<file path="src/rtl/img_ddr_writer.sv">
// img_ddr_writer: packs HPS ioctl download bytes into 64-bit DDR words and writes them out
module img_ddr_writer #(
  parameter logic [7:0]  IMG_INDEX = 8'd1,
  parameter logic [28:0] BASE_WORD = 29'd0
) (
  input  logic        clk_sys,
  input  logic        reset_n,
  input  logic        ioctl_download,
  input  logic [7:0]  ioctl_index,
  input  logic        ioctl_wr,
  input  logic [26:0] ioctl_addr,
  input  logic [7:0]  ioctl_dout,
  output logic        ioctl_wait,
  input  logic        DDRAM_BUSY,
  output logic [7:0]  DDRAM_BURSTCNT,
  output logic [28:0] DDRAM_ADDR,
  output logic [63:0] DDRAM_DIN,
  output logic [7:0]  DDRAM_BE,
  output logic        DDRAM_WE,
  output logic        DDRAM_RD,
  output logic        img_loaded,
  output logic [26:0] byte_count,
  output logic        overrun
);
  typedef enum logic [1:0] {IDLE, FILL, WRITE, FINAL} state_t;
  state_t      state, st_cur;
  logic        active, active_d, rise, fall, win, acc, miss, fin, ending;
  logic [2:0]  lane, pend_lane;
  logic [28:0] waddr, pend_addr;
  logic [7:0]  be_cur, be_m, pend_data;
  logic [63:0] din_cur, din_m;
  logic        pend_v;
  assign DDRAM_BURSTCNT = 8'd1;
  assign DDRAM_RD       = 1'b0;
  assign active  = ioctl_download && ioctl_index == IMG_INDEX;
  assign rise    = active && !active_d;
  assign fall    = !active && active_d;
  // the cycle the download drops still accepts a byte so it lands in the final word
  assign win     = active || active_d;
  assign acc     = ioctl_wr && win && !ioctl_wait;
  assign lane    = ioctl_addr[2:0];
  assign waddr   = BASE_WORD + 29'(ioctl_addr[26:3]);
  assign st_cur  = rise ? IDLE : state;
  assign be_cur  = rise ? 8'd0 : DDRAM_BE;
  assign din_cur = rise ? 64'd0 : DDRAM_DIN;
  assign be_m    = be_cur | (8'd1 << lane);
  assign din_m   = (din_cur & ~(64'hFF << {lane, 3'b000})) | (64'(ioctl_dout) << {lane, 3'b000});
  assign miss    = acc && be_cur != 8'd0 && waddr != DDRAM_ADDR;
  assign fin     = ending || fall;
  // byte capture, word assembly and DDR write handshake
  always_ff @(posedge clk_sys or negedge reset_n) begin
    if (!reset_n) begin
      state      <= IDLE;
      active_d   <= 1'b0;
      DDRAM_ADDR <= '0;
      DDRAM_DIN  <= '0;
      DDRAM_BE   <= '0;
      DDRAM_WE   <= 1'b0;
      ioctl_wait <= 1'b0;
      img_loaded <= 1'b0;
      byte_count <= '0;
      overrun    <= 1'b0;
      pend_v     <= 1'b0;
      pend_lane  <= '0;
      pend_addr  <= '0;
      pend_data  <= '0;
      ending     <= 1'b0;
    end else begin
      active_d <= active;
      overrun  <= (overrun && !rise) || (ioctl_wr && win && ioctl_wait);
      if (acc) byte_count <= rise ? 27'd1 : (&byte_count ? byte_count : byte_count + 27'd1);
      else if (rise) byte_count <= '0;
      if (rise) begin
        img_loaded <= 1'b0;
        ending     <= 1'b0;
        pend_v     <= 1'b0;
        DDRAM_BE   <= '0;
        DDRAM_DIN  <= '0;
        DDRAM_WE   <= 1'b0;
        ioctl_wait <= 1'b0;
        state      <= IDLE;
      end
      if (st_cur == WRITE || st_cur == FINAL) begin
        if (fall) ending <= 1'b1;
        if (st_cur == FINAL) ioctl_wait <= 1'b0;
        if (!DDRAM_BUSY) begin
          DDRAM_WE  <= 1'b0;
          DDRAM_BE  <= '0;
          DDRAM_DIN <= '0;
          if (st_cur == FINAL) begin
            img_loaded <= 1'b1;
            state      <= IDLE;
          end else if (pend_v) begin
            DDRAM_ADDR <= pend_addr;
            DDRAM_BE   <= 8'd1 << pend_lane;
            DDRAM_DIN  <= 64'(pend_data) << {pend_lane, 3'b000};
            pend_v     <= 1'b0;
            DDRAM_WE   <= fin || pend_lane == 3'd7;
            state      <= fin ? FINAL : (pend_lane == 3'd7 ? WRITE : FILL);
          end else if (fin) begin
            img_loaded <= 1'b1;
            state      <= IDLE;
          end else state <= FILL;
        end
      end else begin
        ioctl_wait <= 1'b0;
        if (miss) begin
          pend_v     <= 1'b1;
          pend_lane  <= lane;
          pend_addr  <= waddr;
          pend_data  <= ioctl_dout;
          ending     <= fall;
          DDRAM_WE   <= 1'b1;
          ioctl_wait <= 1'b1;
          state      <= WRITE;
        end else if (acc) begin
          DDRAM_ADDR <= waddr;
          DDRAM_BE   <= be_m;
          DDRAM_DIN  <= din_m;
          ending     <= fall;
          DDRAM_WE   <= lane == 3'd7 || fall;
          ioctl_wait <= lane == 3'd7;
          state      <= lane == 3'd7 ? WRITE : (fall ? FINAL : FILL);
        end else if (fall) begin
          DDRAM_WE   <= be_cur != 8'd0;
          img_loaded <= be_cur == 8'd0;
          state      <= be_cur != 8'd0 ? FINAL : IDLE;
        end
      end
    end
  end
endmodule

</file>
<file path="config.mk">
export PLATFORM = sky130hd
export DESIGN_NAME = img_ddr_writer
export DESIGN_NICKNAME = d
export VERILOG_FILES = /design/src/rtl/img_ddr_writer.sv
export SDC_FILE = /design/constraint.sdc
export NUM_CORES = 1
export LEC_CHECK = 0
export CORE_ASPECT_RATIO = 1.4
export CORE_MARGIN = 1.5
export CORE_UTILIZATION = 55
export DETAILED_ROUTE_END_ITERATION = 16
export GPL_ROUTABILITY_DRIVEN = 1
export GPL_TIMING_DRIVEN = 0
export PLACE_DENSITY_LB_ADDON = 0.3
export SYNTH_ARGS = -nofsm -noshare
export SYNTH_HDL_FRONTEND = slang
export SYNTH_SLANG_ARGS = --single-unit
</file>
<file path="constraint.sdc">
create_clock -name clk_sys -period 4.05 [get_ports clk_sys]
set_clock_uncertainty 0.15 [all_clocks]
set_input_delay 1.215 -clock clk_sys [delete_from_list [all_inputs] [get_ports clk_sys]]
set_output_delay 1.215 -clock clk_sys [all_outputs]
set_load 0.02 [all_outputs]
</file>
==> results of run 1 <==
## cell families after synthesis
group,count (synthesis),synth area share (%)
AO/OA/AOI/OAI,129,14.3
XOR/XNOR,48,4.95
adder cells (fa/ha/maj),1,0.147
buffers and inverters,64,3.92
flip-flops,167,49.2
multiplexers,61,8.06
other,2,0.0885
AND/OR/NAND/NOR,331,19.4
## metal layers
layer  GRT usage, %  part of all wire, %
met1           35.6                   37
met2           53.2                   51
met3           5.31                  6.2
met4           20.3                  6.2
met5              0                    0
## final cells by class
class / instances / share of cell area, %
buffer: 54 / 2.66
clock buffer: 17 / 3.84
clock inverter: 15 / 1.10
inverter: 10 / 0.339
multi-input combinational: 584 / 36.4
sequential: 167 / 37.7
tap: 192 / 2.17
timing repair buffer: 173 / 15.8
## final timing paths
| check | slack (ns) | endpoint | start | cells past startpoint |
|---|---|---|---|---|
| max reg2reg | 1.13 | DDRAM_DIN[6] | active_d | 8 |
| min | 0.35 | pend_addr[18] | pend_addr[18] | 1 |
| min in group asynchronous | 0.61 | DDRAM_DIN[21] | reset_n | 1 |
| max in group asynchronous | 2.33 | pend_addr[3] | reset_n | 2 |
| max | 0.19 | DDRAM_DIN[6] | ioctl_index[3] | 8 |
| min reg2reg | 0.35 | pend_addr[18] | pend_addr[18] | 1 |
## power by group
group,switching (W),total (W),internal (W)
logic,0.000599,0.00110,0.000498
clock network,0.000711,0.00151,0.000799
registers,0.000141,0.00195,0.00181
## sequential cells by signal, indices dropped and copies added (netlist names)
name,flops
byte_count,27
active_d,1
DDRAM_DIN,64
state,2
DDRAM_ADDR,24
pend_v,1
pend_addr,24
DDRAM_BE,8
pend_lane,3
img_loaded,1
ioctl_wait,1
pend_data,8
ending,1
overrun,1
DDRAM_WE,1
## worst reg2reg max path: stages (launching register included)
cell,delay [ns]
dfrtp_1,0.45
nor4b_2,0.43
a31oi_4,0.20
nand3_1,0.31
or3_1,0.16
buf_2,0.24
clkbuf_1,0.45
nor2_1,0.10
a221o_1,0.29
## cell usage in the layout, fill, tap and decap left out, types with 16 or more instances in the layout
cell type,netlist,final
dfrtp_1,167,167
nor2_1,98,98
clkbuf_16,0,17
nand2_1,107,107
clkbuf_1,20,20
a21oi_1,21,21
buf_4,18,18
xnor2_1,44,44
a221o_1,70,70
mux2_1,23,23
clkdlybuf4s50_1,0,171
and2_1,16,16
mux2_2,36,36
## timing repair
action / in CTS / in global routing
resized for setup: 1 / 0
hold endpoints to repair: 0 / 0
hold buffers: 0 / 0
endpoints found under the setup margin: 16 / 0
## stage by stage
| step | setup TNS, ns | hold WS, ns | setup WS (ns) |
|---|---|---|---|
| floorplan | 0 | 0.314 | 0.732 |
| global placement | -890.28 | 0.326 | -5.11 |
| detailed placement | -40.47 | 0.334 | -0.438 |
| CTS | 0 | 0.350 | 0.219 |
| global route | 0 | 0.361 | 0.0424 |
| finish | 0 | 0.347 | 0.188 |
==> impl_metrics.py, run 1 <==
metrics = {
    "place": {
        "dp_cells": 1180,
        "finalWeightedCongestion": 0.980,
        "place_area_um2": 10500,
        "dp_hpwl_um": 17300,
        "io_buffers": 172,
    },
    "synth": {
        "yosys_warnings": 0,
        "netlist_area_um2": 8490,
        "syn_inst": 803,
        "synth_seq_cells": 167,
        "synth_edf_count": 0,
        "synthFlopType": "dfrtp_1",
        "ys_seq_area_share_pct": 49.2,
        "yosysMostFrequentCell": "dfrtp_1",
        "syn_area_per_cell_um2": 10.6,
        "synth.area.top_cells": "dfrtp_1, a221o_1, mux2_2",
        "synth.distinct_cells": 69,
        "synth_top_area_share_pct": 49.2,
        "yosysTopAreaCell": "dfrtp_1",
        "synthArstFlopShare_pct": 100,
        "synth_commonest_cells": "dfrtp_1, nand2_1, nor2_1",
    },
    "critical_path": {
        "cp.required_ns": 4.20,
        "worst_setup_path_start_kind": "input port",
        "crit_buf_inv": 2,
        "path_delay_family": "compound AO/OA/AOI/OAI gates",
        "endpoint_kind": "register",
        "crit_slowest_cell": "a2111oi_0",
        "path_cells": "clkdlybuf4s50_1 > nor4_4 > nand3_2 > inv_2 > o21ai_2 > a2111oi_0 > a21oi_1 > a221o_1",
        "criticalPathCategory": "in -> reg",
        "cp_max_fo": 10,
        "critPathArrivalTime_ns": 4.01,
        "cp_slowest_stage_delay_ns": 0.51,
    },
    "pwr": {
        "peakVddDrop_mv": 0.339,
        "powerDensity_nw_per_um2": 411,
        "leakagePower_nw": 4.81,
        "finalPower_w": 0.00455,
    },
    "clocking": {
        "cts_root_buffer": "clkbuf_16",
        "cts_tree": "yes",
        "worstSkewPairLatency_ns": 0.43,
        "cts_htree_levels": 4,
        "clk_pin_slew_ns": 0.07,
        "cts_buffers": 17,
        "cts.sinks": 167,
        "cts_max_path_buffers": 2,
        "postCtsSetupRepairBufs": 0,
    },
    "drt": {
        "drtPass1Iterations": 6,
        "detail-route-antenna-nets": 0,
        "wirelength_um": 24200,
        "num_vias": 7280,
        "vias_per_cell": 6.01,
        "drc": 0,
        "first_iter_violations": 491,
        "wl_per_cell_um": 20.0,
    },
    "sta": {
        "period_needed_ns": 3.86,
        "slew_violations": 0,
        "rsz0062_at_grt": "no",
        "setup_viol": 0,
        "hold_violations": 0,
        "relSlewSlack_pct": 35.3,
        "max_freq_ghz": 0.259,
        "min_period_over_period_pct": 95.4,
        "tightest_slew_ns": 0.970,
    },
    "floorplan": {
        "die-area_um2": 16200,
        "fp.dieW_um": 108,
        "core_um2": 15100,
        "die_y_um": 150,
        "initial_core_util_pct": 56.4,
        "row_count": 53,
        "ios": 189,
    },
    "run": {
        "cap_violations": 0,
    },
    "finish": {
        "drive_above_1_share_pct": 13.3,
        "multi_input_area_um2": 4030,
        "finish.instance_area_um2": 11100,
        "n_antenna_cell": 0,
        "fillers": 1060,
        "finalNetCount": 1056,
        "syn2layout_area_growth_pct": 30.5,
        "post-route-util_pct": 73.6,
        "regArea_um2": 4180,
        "stdcell_count": 1212,
    },
    "hold_path": {
        "hp-class": "reg -> reg",
    },
    "global_route": {
        "grt_first_pass_wirelength_um": 38200,
        "antenna_found_initial": 0,
        "grt_pass1_vias": 7147,
        "overflow": 0,
        "grtUsageTotal_pct": 31.1,
        "grt_max_degree": 86,
    },
    "status": {
        "outcome": "completed",
    },
}
Power figures use the tool's default switching activity.
==> run 2: changes to the inputs <==
--- a/config.mk
+++ b/config.mk
@@ -7,7 +7,7 @@
 export LEC_CHECK = 0
 export CORE_ASPECT_RATIO = 1.4
 export CORE_MARGIN = 1.5
-export CORE_UTILIZATION = 55
+export CORE_UTILIZATION = 32
 export DETAILED_ROUTE_END_ITERATION = 16
 export GPL_ROUTABILITY_DRIVEN = 1
 export GPL_TIMING_DRIVEN = 0
==> impl_metrics.py, run 2 (same netlist as run 1, synthesis figures left out) <==
metrics = {
    "status": {
        "outcome": "completed",
    },
    "critical_path": {
        "r2r_cells": 7,
        "criticalPathCategory": "in -> reg",
        "worst_setup_path_start_kind": "input port",
        "rr_endpoint": "pend_lane[2]",
        "rrSetupSlack_ns": 1.13,
        "cp.required_ns": 4.27,
        "critPathArrivalTime_ns": 4.12,
        "cp_max_fo": 10,
        "r2r-start": "DDRAM_ADDR[17]",
        "endpoint_kind": "register",
        "critPathLaunch": "ioctl_index[3]",
    },
    "floorplan": {
        "die_y_um": 196,
        "die-area_um2": 27500,
        "row_count": 70,
        "ios": 189,
        "fp.dieW_um": 141,
        "core_um2": 26100,
        "initial_core_util_pct": 32.5,
    },
    "sta": {
        "period_needed_ns": 3.89,
        "rsz0062_at_grt": "no",
        "hold_violations": 0,
        "min_period_over_period_pct": 96.1,
        "setup_viol": 0,
        "relSlewSlack_pct": 31.8,
        "max_freq_ghz": 0.257,
        "slew_violations": 0,
        "tightest_slew_ns": 1.02,
    },
    "pwr": {
        "switching_share_pct": 30.8,
        "p_comb_share_pct": 23.0,
        "internal_power_w": 0.00329,
        "finalPower_w": 0.00475,
        "peakVddDrop_mv": 0.293,
        "leakagePower_nw": 4.84,
        "power.switching_w": 0.00146,
        "clkPwrFrac_pct": 36.0,
        "seqPwrFrac_pct": 41.0,
        "powerDensity_nw_per_um2": 420,
    },
    "hold_path": {
        "hold_end": "pend_addr[18]",
        "hold_depth": 1,
        "hp-class": "reg -> reg",
        "hold_start": "pend_addr[18]",
    },
    "finish": {
        "layout_common_cells": "clkdlybuf4s50_1, dfrtp_1, nand2_1, nor2_1, a221o_1",
        "drive_above_1_share_pct": 13.3,
        "largest_reg_flops": 64,
        "reg_top3": "DDRAM_DIN x64, byte_count x27",
        "n_antenna_cell": 0,
        "final_common_cell": "clkdlybuf4s50_1",
        "post-route-util_pct": 43.4,
        "regMostFlops": "DDRAM_DIN",
        "finalNetCount": 1056,
        "syn2layout_area_growth_pct": 33.3,
    },
    "clocking": {
        "worstSkewPairLatency_ns": 0.44,
        "postCtsSetupRepairBufs": 0,
        "cts_resized": 1,
        "clk_pin_slew_ns": 0.07,
        "hold_buffers": 0,
        "cts_root_buffer": "clkbuf_16",
        "cts_tree": "yes",
        "cts_htree_levels": 4,
        "cts.sinks": 167,
        "cts_buffers": 17,
        "cts_max_path_buffers": 2,
    },
    "drt": {
        "num_vias": 7060,
        "first_iter_violations": 335,
        "wl_per_cell_um": 19.6,
        "vias_per_cell": 5.25,
        "drtPass1Iterations": 6,
        "detail-route-antenna-nets": 0,
        "drc": 0,
        "routed-wl-met3_um": 1190,
        "routed.top_layer": "met4",
        "wl_met2_um": 13300,
        "wl_met1_um": 10700,
        "wirelength_um": 26400,
    },
    "place": {
        "io_buffers": 172,
        "finalWeightedCongestion": 0.860,
        "dp_hpwl_um": 19500,
    },
    "run": {
        "cap_violations": 0,
    },
    "global_route": {
        "grt_max_degree": 88,
        "grt_first_pass_wirelength_um": 41400,
        "antenna_found_initial": 0,
        "grtUsageTotal_pct": 19.6,
        "overflow": 0,
        "grt_pass1_vias": 7172,
    },
}
==> run 2: cell count changes in the layout (fill, tap and decap cells not counted) <==
cell and change:
bufinv_16 +2, clkbuf_8 +4, clkinv_2 -3, inv_6 -2, inv_8 -1
==> run 2: final cells by class <==
| cell class | instances | area, um^2 |
|---|---|---|
| well taps | 324 | 405 |
| repair buffers | 173 | 1750 |
| flip-flops and latches | 167 | 4180 |
| fillers | 2563 | 14800 |
| clock buffers | 21 | 480 |
| multi-input cells | 584 | 4030 |
| clock inverters | 11 | 138 |
| plain buffers | 54 | 295 |
| inverters | 10 | 37.5 |
==> run 2: how the worst max path moves through the flow <==
stage	cells after the start	endpoint	slack, ns
after floorplan	7	DDRAM_ADDR[10]	0.73
after global placement	1	DDRAM_ADDR[12]	-5.66
after global routing	9	DDRAM_ADDR[19]	0.001
after CTS	8	pend_lane[2]	0.07
after detailed placement	8	pend_lane[2]	-0.80
final	9	DDRAM_DIN[20]	0.16
==> run 2: worst max-delay path, cell delays in order <==
cell and delay [ns]:
clkdlybuf4s50_1 0.46, nor4_4 0.42, nand3_2 0.22, inv_2 0.15, o21a_1 0.37, nand2_1 0.24
nor3_4 0.59, buf_4 0.29, a221o_1 0.16
==> run 2: power groups by stage <==
stage	Combinational, W	Clock [W]	Sequential [W]
2_1_floorplan	0.000480	0	0.00209
4_1_cts	0.00111	0.00174	0.00195
6_report	0.00109	0.00171	0.00195
3_5_place_dp	0.00110	0	0.00198
3_3_place_gp	0.00109	0	0.00198
5_1_grt	0.00118	0.00181	0.00197
==> run 2: metrics by stage <==
stage / cells / setup WS, ns / hold slack [ns] / setup TNS, ns / area (um^2)
after global routing: 1344 / 0.00107 / 0.370 / 0 / 11300
after detailed placement: 1312 / -0.800 / 0.336 / -81.62 / 10700
final: 1344 / 0.158 / 0.345 / 0 / 11300
after CTS: 1344 / 0.0717 / 0.349 / 0 / 11300
after floorplan: 815 / 0.732 / 0.314 / 0 / 8530
after global placement: 1311 / -5.66 / 0.324 / -1030.18 / 10700
==> run 2: metal layers <==
layer / track usage (%) / vias up
met5: 0 / -
met4: 10.3 / 0
met3: 3.61 / 53
met2: 33.7 / 241
met1: 23.3 / 3477
li1: - / 3289
